`src/rtl/alu_req_arbiter.sv`:
```
// Two-requester round-robin front end for a shared, single-op arithmetic unit.
// Build option ALU_DIV_ZERO_CHECK_EN: divide-by-zero is answered locally and never issued.
module alu_req_arbiter #(
    parameter int A_WIDTH     = 5,
    parameter int B_WIDTH     = 5,
    parameter int ARITH_WIDTH = 10,
    parameter int TMO_CYCLES  = 4
) (
    input  logic                   CLK,
    input  logic                   RST,
    input  logic                   REQ0_VALID,
    output logic                   REQ0_READY,
    input  logic [A_WIDTH-1:0]     REQ0_A,
    input  logic [B_WIDTH-1:0]     REQ0_B,
    input  logic [1:0]             REQ0_FUNC,
    input  logic                   REQ1_VALID,
    output logic                   REQ1_READY,
    input  logic [A_WIDTH-1:0]     REQ1_A,
    input  logic [B_WIDTH-1:0]     REQ1_B,
    input  logic [1:0]             REQ1_FUNC,
    output logic                   RSP0_VALID,
    input  logic                   RSP0_READY,
    output logic                   RSP1_VALID,
    input  logic                   RSP1_READY,
    output logic [ARITH_WIDTH-1:0] RSP_DATA,
    output logic                   RSP_CARRY,
    output logic                   RSP_ERR,
    output logic [A_WIDTH-1:0]     AU_A,
    output logic [B_WIDTH-1:0]     AU_B,
    output logic [1:0]             AU_FUNC,
    output logic                   AU_EN,
    input  logic [ARITH_WIDTH-1:0] AU_OUT,
    input  logic                   AU_CARRY,
    input  logic                   AU_FLAG
);

    typedef enum logic [1:0] {IDLE, ISSUE, WAIT, RESP} state_t;

    state_t               state;
    logic                 last;
    logic                 gnt_id;
    logic                 au_act;
    logic [A_WIDTH-1:0]   op_a;
    logic [B_WIDTH-1:0]   op_b;
    logic [1:0]           op_func;
    logic [3:0]           wdog;

    logic                 gnt;
    logic                 accept;
    logic                 div0;
    logic                 rsp_hs;
    logic [A_WIDTH-1:0]   sel_a;
    logic [B_WIDTH-1:0]   sel_b;
    logic [1:0]           sel_func;

    // Requester 1 wins only when alone or when requester 0 was served last.
    assign gnt        = REQ1_VALID && (!REQ0_VALID || !last);
    assign REQ0_READY = RST && (state == IDLE) && !gnt;
    assign REQ1_READY = RST && (state == IDLE) && gnt;
    assign accept     = (REQ0_VALID && REQ0_READY) || (REQ1_VALID && REQ1_READY);

    assign sel_a    = gnt ? REQ1_A    : REQ0_A;
    assign sel_b    = gnt ? REQ1_B    : REQ0_B;
    assign sel_func = gnt ? REQ1_FUNC : REQ0_FUNC;

    assign rsp_hs = (RSP0_VALID && RSP0_READY) || (RSP1_VALID && RSP1_READY);

`ifdef ALU_DIV_ZERO_CHECK_EN
    assign div0 = (sel_func == 2'b11) && (sel_b == '0);
`else
    assign div0 = 1'b0;
`endif

    // Operands are only presented to the unit while an op is in ISSUE or WAIT.
    assign AU_A    = au_act ? op_a    : '0;
    assign AU_B    = au_act ? op_b    : '0;
    assign AU_FUNC = au_act ? op_func : '0;

    always_ff @(posedge CLK) begin
        if (!RST) begin
            state      <= IDLE;
            last       <= 1'b1;
            gnt_id     <= 1'b0;
            au_act     <= 1'b0;
            AU_EN      <= 1'b0;
            wdog       <= '0;
            op_a       <= '0;
            op_b       <= '0;
            op_func    <= '0;
            RSP0_VALID <= 1'b0;
            RSP1_VALID <= 1'b0;
            RSP_DATA   <= '0;
            RSP_CARRY  <= 1'b0;
            RSP_ERR    <= 1'b0;
        end else begin
            unique case (state)
                IDLE: begin
                    if (accept) begin
                        op_a    <= sel_a;
                        op_b    <= sel_b;
                        op_func <= sel_func;
                        gnt_id  <= gnt;
                        if (div0) begin
                            RSP_DATA   <= '1;
                            RSP_CARRY  <= 1'b0;
                            RSP_ERR    <= 1'b1;
                            RSP0_VALID <= !gnt;
                            RSP1_VALID <= gnt;
                            state      <= RESP;
                        end else begin
                            au_act <= 1'b1;
                            AU_EN  <= 1'b1;
                            state  <= ISSUE;
                        end
                    end
                end
                ISSUE: begin
                    AU_EN <= 1'b0;
                    wdog  <= '0;
                    state <= WAIT;
                end
                WAIT: begin
                    // A result on the last watchdog cycle still counts as a result.
                    if (AU_FLAG || (wdog == 4'(TMO_CYCLES - 1))) begin
                        au_act     <= 1'b0;
                        RSP_DATA   <= AU_FLAG ? AU_OUT : '0;
                        RSP_CARRY  <= AU_FLAG && AU_CARRY;
                        RSP_ERR    <= !AU_FLAG;
                        RSP0_VALID <= !gnt_id;
                        RSP1_VALID <= gnt_id;
                        state      <= RESP;
                    end else begin
                        wdog <= wdog + 4'd1;
                    end
                end
                RESP: begin
                    if (rsp_hs) begin
                        last       <= gnt_id;
                        RSP0_VALID <= 1'b0;
                        RSP1_VALID <= 1'b0;
                        state      <= IDLE;
                    end
                end
                default: state <= IDLE;
            endcase
        end
    end

endmodule

```
`config.mk`:
```
export PLATFORM = sky130hd
export DESIGN_NAME = alu_req_arbiter
export DESIGN_NICKNAME = d
export VERILOG_FILES = /design/src/rtl/alu_req_arbiter.sv
export SDC_FILE = /design/constraint.sdc
export NUM_CORES = 1
export LEC_CHECK = 0
export ABC_AREA = 0
export CAP_MARGIN = 20
export CORE_MARGIN = 2
export CORE_UTILIZATION = 48
export CTS_BUF_LIST = sky130_fd_sc_hd__clkbuf_2 sky130_fd_sc_hd__clkbuf_4 sky130_fd_sc_hd__clkbuf_8
export CTS_CLUSTER_SIZE = 20
export DETAILED_ROUTE_END_ITERATION = 7
export PLACE_DENSITY = 0.9
export REMOVE_ABC_BUFFERS = 1
export SLEW_MARGIN = 20
export SYNTH_ARGS = -nofsm -noshare
export SYNTH_HDL_FRONTEND = slang
export SYNTH_SLANG_ARGS = --single-unit
```
`constraint.sdc`:
```
create_clock -name CLK -period 4.5 [get_ports CLK]
set_clock_uncertainty 0.15 [all_clocks]
set_input_delay 0.9 -clock CLK [delete_from_list [all_inputs] [get_ports CLK]]
set_output_delay 0.9 -clock CLK [all_outputs]
set_load 0.01 [all_outputs]
```
---- Word-level counts from Yosys, hierarchy flattened ----
Index checks and enable logic that the tools add are counted.
storage, ports and cells
  flip-flop bits (word level) ............. 36
  input port bits ......................... 42
  output and inout port bits .............. 29
cells by class
  $add $sub $neg .......................... 1
  eq/ne operators ......................... 8
  muxes and demuxes ....................... 22
  reduce and logical (&&, ||, !) cells .... 31
operator list
  cell                                                                    count
  5-bit 2-to-1 mux                                                        4
  10-bit 2-to-1 mux                                                       1
  2-bit 2-to-1 mux                                                        5
  2-bit AND reduction                                                     5
  1-bit logical AND                                                       9
  3-bit AND reduction                                                     3
  2-bit != test (second input constant)                                   4
  1-bit one-hot mux with 2 select lines                                   4
  2-bit one-hot mux with 4 select lines                                   1
  4-bit one-hot mux with 2 select lines                                   1
  2-bit nonzero test                                                      4
  1-bit logical NOT                                                       5
  1-bit 2-to-1 mux                                                        5
  4-bit by 1-bit adder with 4-bit output (second input constant)          1
  2-bit equality test (second input constant)                             2
  4-bit by 2-bit equality test with 1-bit output (second input constant)  1
  1-bit logical OR                                                        4
  4-bit 2-to-1 mux                                                        1
  2-bit by 1-bit equality test with 1-bit output (second input constant)  1
  2-bit logical NOT                                                       1

---- Depth between registers and ports, before layout ----
  word-level depth ........................ 9
  depth in mapped cells ................... 7
  mapped depth without buffers ............ 6

---- Least setup slack after synthesis ----
OpenSTA, ideal clock, no wires.
  kind .................................... in2out
  from .................................... input port REQ1_VALID
  to ...................................... output port REQ1_READY
  arrival time ............................ 1728 ps
  data required time ...................... 3450 ps
  slack ................................... 1722 ps
  stages .................................. 3
  buffers on the path ..................... 1
  cells stage by stage .................... a21boi_2 > buf_2 > and3_1
on the way
  longest elaborated chain between the ends .. 2
RTL lines
  element             line  source
  start: declaration  16    input logic REQ1_VALID,
  1-bit logical AND   57    assign gnt = REQ1_VALID && (!REQ0_VALID || !last);
  1-bit logical AND   59    assign REQ1_READY = RST && (state == IDLE) && gnt;
  end: declaration    17    output logic REQ1_READY,
Every way passes these cells.

---- Worst setup path after layout ----
Same ends and word-level chain as after synthesis.

==> results.cfg <==
[logic_synthesis]
synth_top_family_by_area = simple AND/OR/NAND/NOR gates
synth_compound_gate_area_share = 0.177
yosys.area.top_type_share = 0.417
yosys.area_share.simple = 0.232
ys_types = 32
parity_gate_share_of_the_synthesized_area_counting_xor_and_xnor_cells = 0.00507
seq_area_frac_synth = 0.417
synth.mux.area_fraction = 0.0927
postSynthAreaPerCell_sq_um = 9.39
synthCells = 184
ys_seq_elements = 36
syn-cell-area_sq_um = 1730
ys_top_cells_by_area = dfxtp_1 42%, mux2i_1 9.3%, o211a_1 7.0%
synth-warning-count = 0
synth-adder-area-share = 0.0434
synth_top_cell_by_area = dfxtp_1

[power]
pwr-share-comb = 0.375
p_sw_w = 0.000335
power.sequential.fraction = 0.407
power.share.switching = 0.317
power.ir.vdd_worst_uv = 276
cellPowerDensity_nw_per_um2 = 414
intPower_w = 0.000721
clkPwrFrac = 0.218
leakage_nw = 1.08

[outcome]
outcome = finished clean

[flow_run]
cap_viol_max_count = 0

[clock_tree]
clkSlewWorstSetupHoldPaths_ns = 0.10
cts_root_buffer = clkbuf_4
max_clock_buf_depth = 2
tritoncts_clock_tree = yes
post_cts.repair.setup_buffers = 0
resized_cells_post_cts = 0
cts_inserted_buffers = 5
worstSkewPairLatency_ns = 0.34
cts_num_sinks = 36
cts-htree-levels = 2
hold_buffers = 0

[floorplan]
fp.dieArea_sq_um = 4100
fp.dieH_um = 64
num_rows = 21
floorplan.io_pins = 71
die_w_um = 64
floorplan.core_area_sq_um = 3390
initial_utilization = 0.510

[layout]
antennaDiodeCount = 0
finished_cell_area_sq_um = 2550
seqCellArea_sq_um = 721
final-instance-count-excl-fill = 301
syn_to_final_growth_pct = 47.6
final_cell_mix = 70 x clkdlybuf4s50_1, 36 x dfxtp_1, 22 x nand2_1
final_common_cell = clkdlybuf4s50_1
layout-drive-gt1-share = 0.0784
multiInputGateArea_sq_um = 951
num-nets-final = 302
fillers = 243

[drt]
finalWirelength_um = 3670
wire_per_inst_um = 12.2
viasPerCell = 5.09
initialDrtViolationCount = 45
route.vias.total = 1533
first_pass_iters = 4
final_antenna_net_count = 0
drc_markers = 0

[sta]
tightestPinTransition_ns = 0.731
slew_headroom = 0.507
grt_setup_unrepaired = no
total_count_of_hold_check_failures_in_the_final_report = 0
finalMaxSlewViolations = 0
setup-violations-final = 0
setup_ws_ns = 0.943
timing.final.crit_share = 0.790
timing.final.crit_period_ns = 3.56
fmax_mhz = 281
setup-tns-final_ns = 0

[critical_path]
critPathLaunch = REQ1_VALID
path_max_fanout = 15
reg2reg_setup_slack_ns = 2.50
type_of_the_worst_setup_path = in2out
worst_ep_required_time_ns = 3.45
timing.critical_path.arrival_ns = 2.51
critical_path.endpoint_type = output port
critPathLaunchType = input pin
depth_of_the_worst_register_to_register_path = 6
worst_r2r_startpoint = wdog[0]
timing.rr.end = au_act

[placed_design]
dp.final_hpwl_um = 2770
placement.io_buffers = 70
pre_cts_ws_ns = 0.936
dpl-instance-area_sq_um = 2470
gp_congestion = 0.796
placed_cells = 293

[hold_path]
hold_path.class = reg2reg
timing.hold.worst.start = RSP1_VALID
whs_endpoint = RSP1_VALID
worstHoldPathCells = 2

[global_routing]
grt_max_degree = 34
number_of_antenna_violations_at_the_first_check_in_global_routing = 0
grt_overall_usage = 0.200
grt_first_pass_wirelength_um = 6480
first_global_vias = 1474
grt_overflow_total = 0
Yosys cell counts, drive strengths merged:
cell / instances
or2: 1
mux2i: 16
xnor2: 1
and2: 16
a221o: 1
a221oi: 1
a31o: 1
clkbuf: 8
nand4b: 1
nor3b: 2
buf: 3
and2b: 1
nand4: 2
nor2b: 13
o211a: 12
nor2: 6
a22oi: 13
o21ai: 6
a21oi: 2
ha: 6
a21boi: 1
nand2: 22
dfxtp: 36
nand3: 2
and3: 3
or3b: 1
inv: 3
nand2b: 2
nand3b: 1
o21a: 1
power by group through the flow:
stage	logic, W	registers, W	clock network [W]
after floorplan	0.000214	0.000434	0
after global placement	0.000390	0.000434	0
after detailed placement	0.000398	0.000437	0
after CTS	0.000400	0.000431	0.000233
after global routing	0.000443	0.000441	0.000251
final	0.000396	0.000430	0.000230
registers in the layout, summed over array words and instances, names as in the netlist, 2 cells and up:
name      flops
op_b          5
state         2
wdog          4
RSP_DATA     10
op_func       2
op_a          5
worst max-delay path, stage by stage:
cell and delay (ns):
clkdlybuf4s50_1 0.49, a21boi_2 0.16, buf_4 0.25, and3_1 0.18, clkdlybuf4s50_1 0.52
worst max path at each step:
stage | endpoint | slack, ns | cells past startpoint
2_1_floorplan | REQ1_READY | 1.66 | 2
3_3_place_gp | REQ1_READY | 0.96 | 5
3_5_place_dp | REQ1_READY | 0.94 | 5
4_1_cts | REQ1_READY | 0.94 | 5
5_1_grt | REQ1_READY | 0.89 | 5
6_report | REQ1_READY | 0.94 | 5
logic make-up (layout without fill, tap and decap cells):
group                    Yosys count  in the layout
multiplexers                      16             16
XOR/XNOR                           1              1
AND/OR/NAND/NOR                   73             73
AO/OA/AOI/OAI                     38             38
adder cells (fa/ha/maj)            6              6
buffers and inverters             14             85
flip-flops                        36             36
layer usage:
metal  global-route usage  part of all wire
met5                    0                 0
met2                0.319              0.44
met3               0.0880             0.094
met4               0.0761             0.019
met1                0.237              0.44
cell type report:
cell class,count,area share
Sequential cell,36,0.282
Clock inverter,2,0.0137
Timing Repair Buffer,74,0.286
Inverter,3,0.00441
Tap cell,46,0.0226
Multi-Input combinational cell,134,0.373
Clock buffer,6,0.0177
metrics by stage:
stage	power [W]	hold WS, ns	util
final	0.00106	0.332	0.753
after global routing	0.00113	0.372	0.753
after CTS	0.00106	0.339	0.753
after detailed placement	0.000835	0.324	0.729
after global placement	0.000825	0.321	0.729
after floorplan	0.000648	0.314	-
No activity file was read; power rests on OpenSTA's default activity.
